===== src/rtl/emu_scan_ctrl.sv =====
// Checkpoint sequencer: pauses the emulated DUT and streams its FF and RAM scan
// chains to the host (save) or from the host (load), one word per handshake beat.
module emu_scan_ctrl #(
  parameter int DW        = 64,
  parameter int FF_WORDS  = 8,
  parameter int RAM_WORDS = 4,
  parameter int CW        = 16
) (
  input  logic          clk,
  input  logic          rst_n,
  input  logic          cmd_valid,
  output logic          cmd_ready,
  input  logic [1:0]    cmd_op,
  output logic          busy,
  output logic          done,
  output logic          err,
  output logic          pause,
  output logic          ff_se,
  output logic          ff_dir,
  output logic [DW-1:0] ff_sdi,
  input  logic [DW-1:0] ff_sdo,
  output logic          ram_se,
  output logic          ram_sd,
  output logic [DW-1:0] ram_sdi,
  input  logic [DW-1:0] ram_sdo,
  input  logic          in_valid,
  output logic          in_ready,
  input  logic [DW-1:0] in_data,
  output logic          out_valid,
  input  logic          out_ready,
  output logic [DW-1:0] out_data
);

  typedef enum logic [1:0] {ST_RUN, ST_PAUSED, ST_FF_SCAN, ST_RAM_SCAN} state_t;
  typedef enum logic [1:0] {OP_PAUSE, OP_RESUME, OP_SAVE, OP_LOAD} op_t;

  // Zero-length chains never enter their scan state, so the clamp only keeps the constant legal.
  localparam logic [CW-1:0] FF_LAST  = CW'((FF_WORDS  > 0) ? FF_WORDS  - 1 : 0);
  localparam logic [CW-1:0] RAM_LAST = CW'((RAM_WORDS > 0) ? RAM_WORDS - 1 : 0);

  state_t        state, state_n;
  logic          op_load, op_load_n;
  logic [CW-1:0] cnt, cnt_n;
  logic          pause_q, done_q, err_q;
  logic          done_n, err_n;
  logic          beat;
  op_t           op;

  assign op      = op_t'(cmd_op);
  assign pause   = pause_q;
  assign done    = done_q;
  assign err     = err_q;
  assign ff_sdi  = in_data;
  assign ram_sdi = in_data;

  always_ff @(posedge clk or negedge rst_n) begin
    if (!rst_n) begin
      state   <= ST_RUN;
      op_load <= 1'b0;
      cnt     <= '0;
      pause_q <= 1'b0;
      done_q  <= 1'b0;
      err_q   <= 1'b0;
    end else begin
      state   <= state_n;
      op_load <= op_load_n;
      cnt     <= cnt_n;
      pause_q <= (state_n != ST_RUN);
      done_q  <= done_n;
      err_q   <= err_n;
    end
  end

  always_comb begin
    state_n   = state;
    op_load_n = op_load;
    cnt_n     = cnt;
    done_n    = 1'b0;
    err_n     = 1'b0;
    cmd_ready = 1'b0;
    busy      = 1'b0;
    beat      = 1'b0;
    ff_se     = 1'b0;
    ff_dir    = 1'b0;
    ram_se    = 1'b0;
    ram_sd    = 1'b0;
    out_valid = 1'b0;
    in_ready  = 1'b0;
    out_data  = '0;

    case (state)
      ST_RUN: begin
        cmd_ready = 1'b1;
        if (cmd_valid) begin
          case (op)
            OP_PAUSE:          state_n = ST_PAUSED;
            OP_SAVE, OP_LOAD:  err_n   = 1'b1;
            default:           state_n = ST_RUN;
          endcase
        end
      end

      ST_PAUSED: begin
        cmd_ready = 1'b1;
        if (cmd_valid) begin
          case (op)
            OP_RESUME: state_n = ST_RUN;
            OP_SAVE, OP_LOAD: begin
              op_load_n = (op == OP_LOAD);
              cnt_n     = '0;
              if (FF_WORDS > 0)       state_n = ST_FF_SCAN;
              else if (RAM_WORDS > 0) state_n = ST_RAM_SCAN;
              else                    done_n  = 1'b1;
            end
            default: state_n = ST_PAUSED;
          endcase
        end
      end

      ST_FF_SCAN: begin
        busy      = 1'b1;
        out_valid = !op_load;
        in_ready  = op_load;
        beat      = op_load ? in_valid : out_ready;
        ff_se     = beat;
        ff_dir    = op_load;
        out_data  = ff_sdo;
        if (beat) begin
          if (cnt == FF_LAST) begin
            cnt_n = '0;
            if (RAM_WORDS > 0) begin
              state_n = ST_RAM_SCAN;
            end else begin
              state_n = ST_PAUSED;
              done_n  = 1'b1;
            end
          end else begin
            cnt_n = cnt + 1'b1;
          end
        end
      end

      ST_RAM_SCAN: begin
        busy      = 1'b1;
        out_valid = !op_load;
        in_ready  = op_load;
        beat      = op_load ? in_valid : out_ready;
        ram_se    = beat;
        ram_sd    = op_load;
        out_data  = ram_sdo;
        if (beat) begin
          if (cnt == RAM_LAST) begin
            cnt_n   = '0;
            state_n = ST_PAUSED;
            done_n  = 1'b1;
          end else begin
            cnt_n = cnt + 1'b1;
          end
        end
      end

      default: state_n = ST_RUN;
    endcase
  end

endmodule

===== config.mk =====
export PLATFORM = sky130hd
export DESIGN_NAME = emu_scan_ctrl
export DESIGN_NICKNAME = d
export VERILOG_FILES = /design/src/rtl/emu_scan_ctrl.sv
export SDC_FILE = /design/constraint.sdc
export NUM_CORES = 1
export LEC_CHECK = 0
export CORE_AREA = 4 4 156 158
export DETAILED_ROUTE_END_ITERATION = 10
export DIE_AREA = 0 0 160 162
export PLACE_DENSITY = 0.47
export RECOVER_POWER = 50
export SLEW_MARGIN = 0
export SYNTH_ARGS = -nofsm -noshare
export SYNTH_HDL_FRONTEND = slang
export SYNTH_SLANG_ARGS = --single-unit

===== constraint.sdc =====
create_clock -name clk -period 1.7 [get_ports clk]
set_clock_uncertainty 0.15 [all_clocks]
set_input_delay 0.17 -clock clk [delete_from_list [all_inputs] [get_ports clk]]
set_output_delay 0.17 -clock clk [all_outputs]
set_load 0.01 [all_outputs]

==> reports/results.txt <==
outcome: finished with violations
failing checks: setup timing
final instance area: 5380 um2
IO Pins: 402
clock latency on the worst-skew pair: 260 ps
CTS sink cnt: 22
Diodes inserted: 0
Clock transition at path regs: 70 ps
Die H: 162 um
Pre-antenna DRT Iters: 4
vias: 3216
worst path required time: 1700 ps
wire per inst: 22.8 um
Reg area: 559 um2
CTS tree: yes
DRC violations left: 0
DP HPWL: 14900 um
CP Launch Point: cnt[14]
FF-to-FF path depth: 5
Core Area: 23100 um2
Async SR Flop Fraction: 100%
Die Wd: 160 um
Yosys reg bits: 22
pwr/cell area: 494 nW/um2
Final setup viols: 72
Initial DRC Count: 135
period utilization: 110%
Peak VDD IR: 0.463 mV
Final WS setup: -172 ps
Die Area: 25900 um2
Least-Margin Pin Slew: 314 ps
share of cells above drive strength 1: 33.9%
vias in the first global route: 3345
MaxCap Viol Count: 0
most frequent cells in the layout: 137 x clkdlybuf4s50_1, 72 x nor2_1, 68 x buf_2
largest net degree at the start of global routing: 43
Setup crit end kind: flip-flop
Netlist Area Pre-Place: 3190 um2
met3 usage: 6.19%
Setup Crit Path Kind: reg -> reg
synth unique cells: 44
Reg-to-Reg Start: cnt[14]
CP Launch Type: flip-flop
Placement Cell Area: 5030 um2
Starting Density: 13.8%
area grow syn2layout: 68.4%
htree depth: 1
largest cells by area after synthesis: buf_4 30%, mux2i_1 21%, dfrtp_1 17%
Final nets: 749
reg2reg setup slack: -170 ps
worst min path class: in -> async
Ys Warns: 0
total global-route track usage: 13.7%
CP Max Fanout: 8
final hold violation count: 0
first-pass GRT wire length: 25800 um
Yosys top cell area share: 30.1%
routability cong.: 0.816
cts bufs inserted: 3
Leakage: 2.24 nW
Tmin final: 1870 ps
Rows: 56
ANT nets after route: 0
syn_nets: 614
Top Usage Layer GRT: met2
normalized max-slew margin: 78.9%
worst-case clock buffer depth: 2
Critical Path AT: 1870 ps
total of fill cells in the finished design: 2571
routed vias/inst: 3.84
fin util: 23.3%
CTS Root Cell: clkbuf_16
number of synthesized flops with an enable pin: 0
worst reg2reg path endpoint: cnt[5]
unrepaired setup endpoints after global routing: true
post-synthesis instance total: 414
FMAX: 534 MHz
Hold WS: 120 ps
multi-input logic area: 1770 um2
initial antenna violation count: 6
met1 Use GR: 16.2%
M2 GR Usage: 23.8%
Pins Over Slew Limit: 0
routed wire length: 19100 um
most common cell after layout, fill and taps aside: clkdlybuf4s50_1
Yosys top cell by area: buf_4
Buffers on Ports: 209
prevailing post-synth register cell: dfrtp_1
Post-Syn Area per Cell: 7.72 um2
total grt overflow: 0
post-synthesis sequential area ratio: 17.2%
## kinds of logic after synthesis
| kind of cell | synth area share [%] |
|---|---|
| multiplexers | 21.0 |
| flip-flops | 17.2 |
| adder cells (fa/ha/maj) | 0.392 |
| XOR/XNOR | 0.548 |
| AO/OA/AOI/OAI | 7.56 |
| AND/OR/NAND/NOR | 20.1 |
| buffers and inverters | 33.1 |
## registers in the layout, summed over array words and instances (netlist names)
| signal | cells |
|---|---|
| op_load | 1 |
| done | 1 |
| err | 1 |
| state | 2 |
| cnt | 16 |
| pause | 1 |
## synthesized netlist by cell type (4+ instances only)
library cell and n:
nand3_1 7, dfrtp_1 22, nor2_1 73, buf_4 128, a31oi_1 4, o21ai_0 7
nor3_1 4, nand4_1 5, buf_2 11, mux2i_1 66, a21oi_1 11, nand2_1 21
and3_1 9, clkbuf_1 7
## worst max-delay path by stage
stage                         endpoint  depth (start not counted)
after floorplan                 cnt[5]                          6
after global placement           ff_se                          5
final                           cnt[5]                          5
after detailed placement         ff_se                          5
after global routing            cnt[4]                          8
after CTS                 out_data[22]                          5
## metal layers
metal  part of all wire, %  vias to the layer above
li1                      -                     1534
met1                    38                     1430
met2                    50                      220
met3                    11                       30
met4                   1.5                        2
met5                 0.068                        -
## worst max-delay path, stage by stage, from the launching register on
cell and delay, ps:
dfrtp_1 410, nor4_4 370, nand4_4 200, o21ai_4 310
o21ai_2 100, a22o_1 200
## metrics by stage
step / total power [mW] / instances / setup slack, ps / setup TNS (ps)
2_1_floorplan: 1.46 / 414 / 1.55 / 0
3_3_place_gp: 1.98 / 809 / -250 / -10950
3_5_place_dp: 1.97 / 809 / -240 / -11110
4_1_cts: 2.67 / 831 / -168 / -6530
5_1_grt: 2.81 / 838 / -229 / -10560
6_report: 2.66 / 838 / -172 / -5140
## power by group
| group | leakage (nW) | internal, mW | switching (mW) |
|---|---|---|---|
| Clock | 0.0511 | 0.469 | 0.216 |
| Combinational | 1.93 | 0.749 | 0.560 |
| Sequential | 0.263 | 0.591 | 0.0723 |
| Total | 2.24 | 1.81 | 0.848 |
## what timing repair did
item,CTS,global route
pin swaps,14,15
resized for setup,319,25
hold buffers,0,0
setup buffers,11,9
gates cloned,8,1
endpoints found under the setup margin,90,87
## area by class of cell
class	instances	area share (%)
clock inverters	1	0.558
inverters	2	0.186
repair buffers	278	47.8
clock buffers	3	1.40
flip-flops and latches	22	10.4
well taps	290	6.75
multi-input cells	242	32.9
No activity file was read; power rests on OpenSTA's default activity.
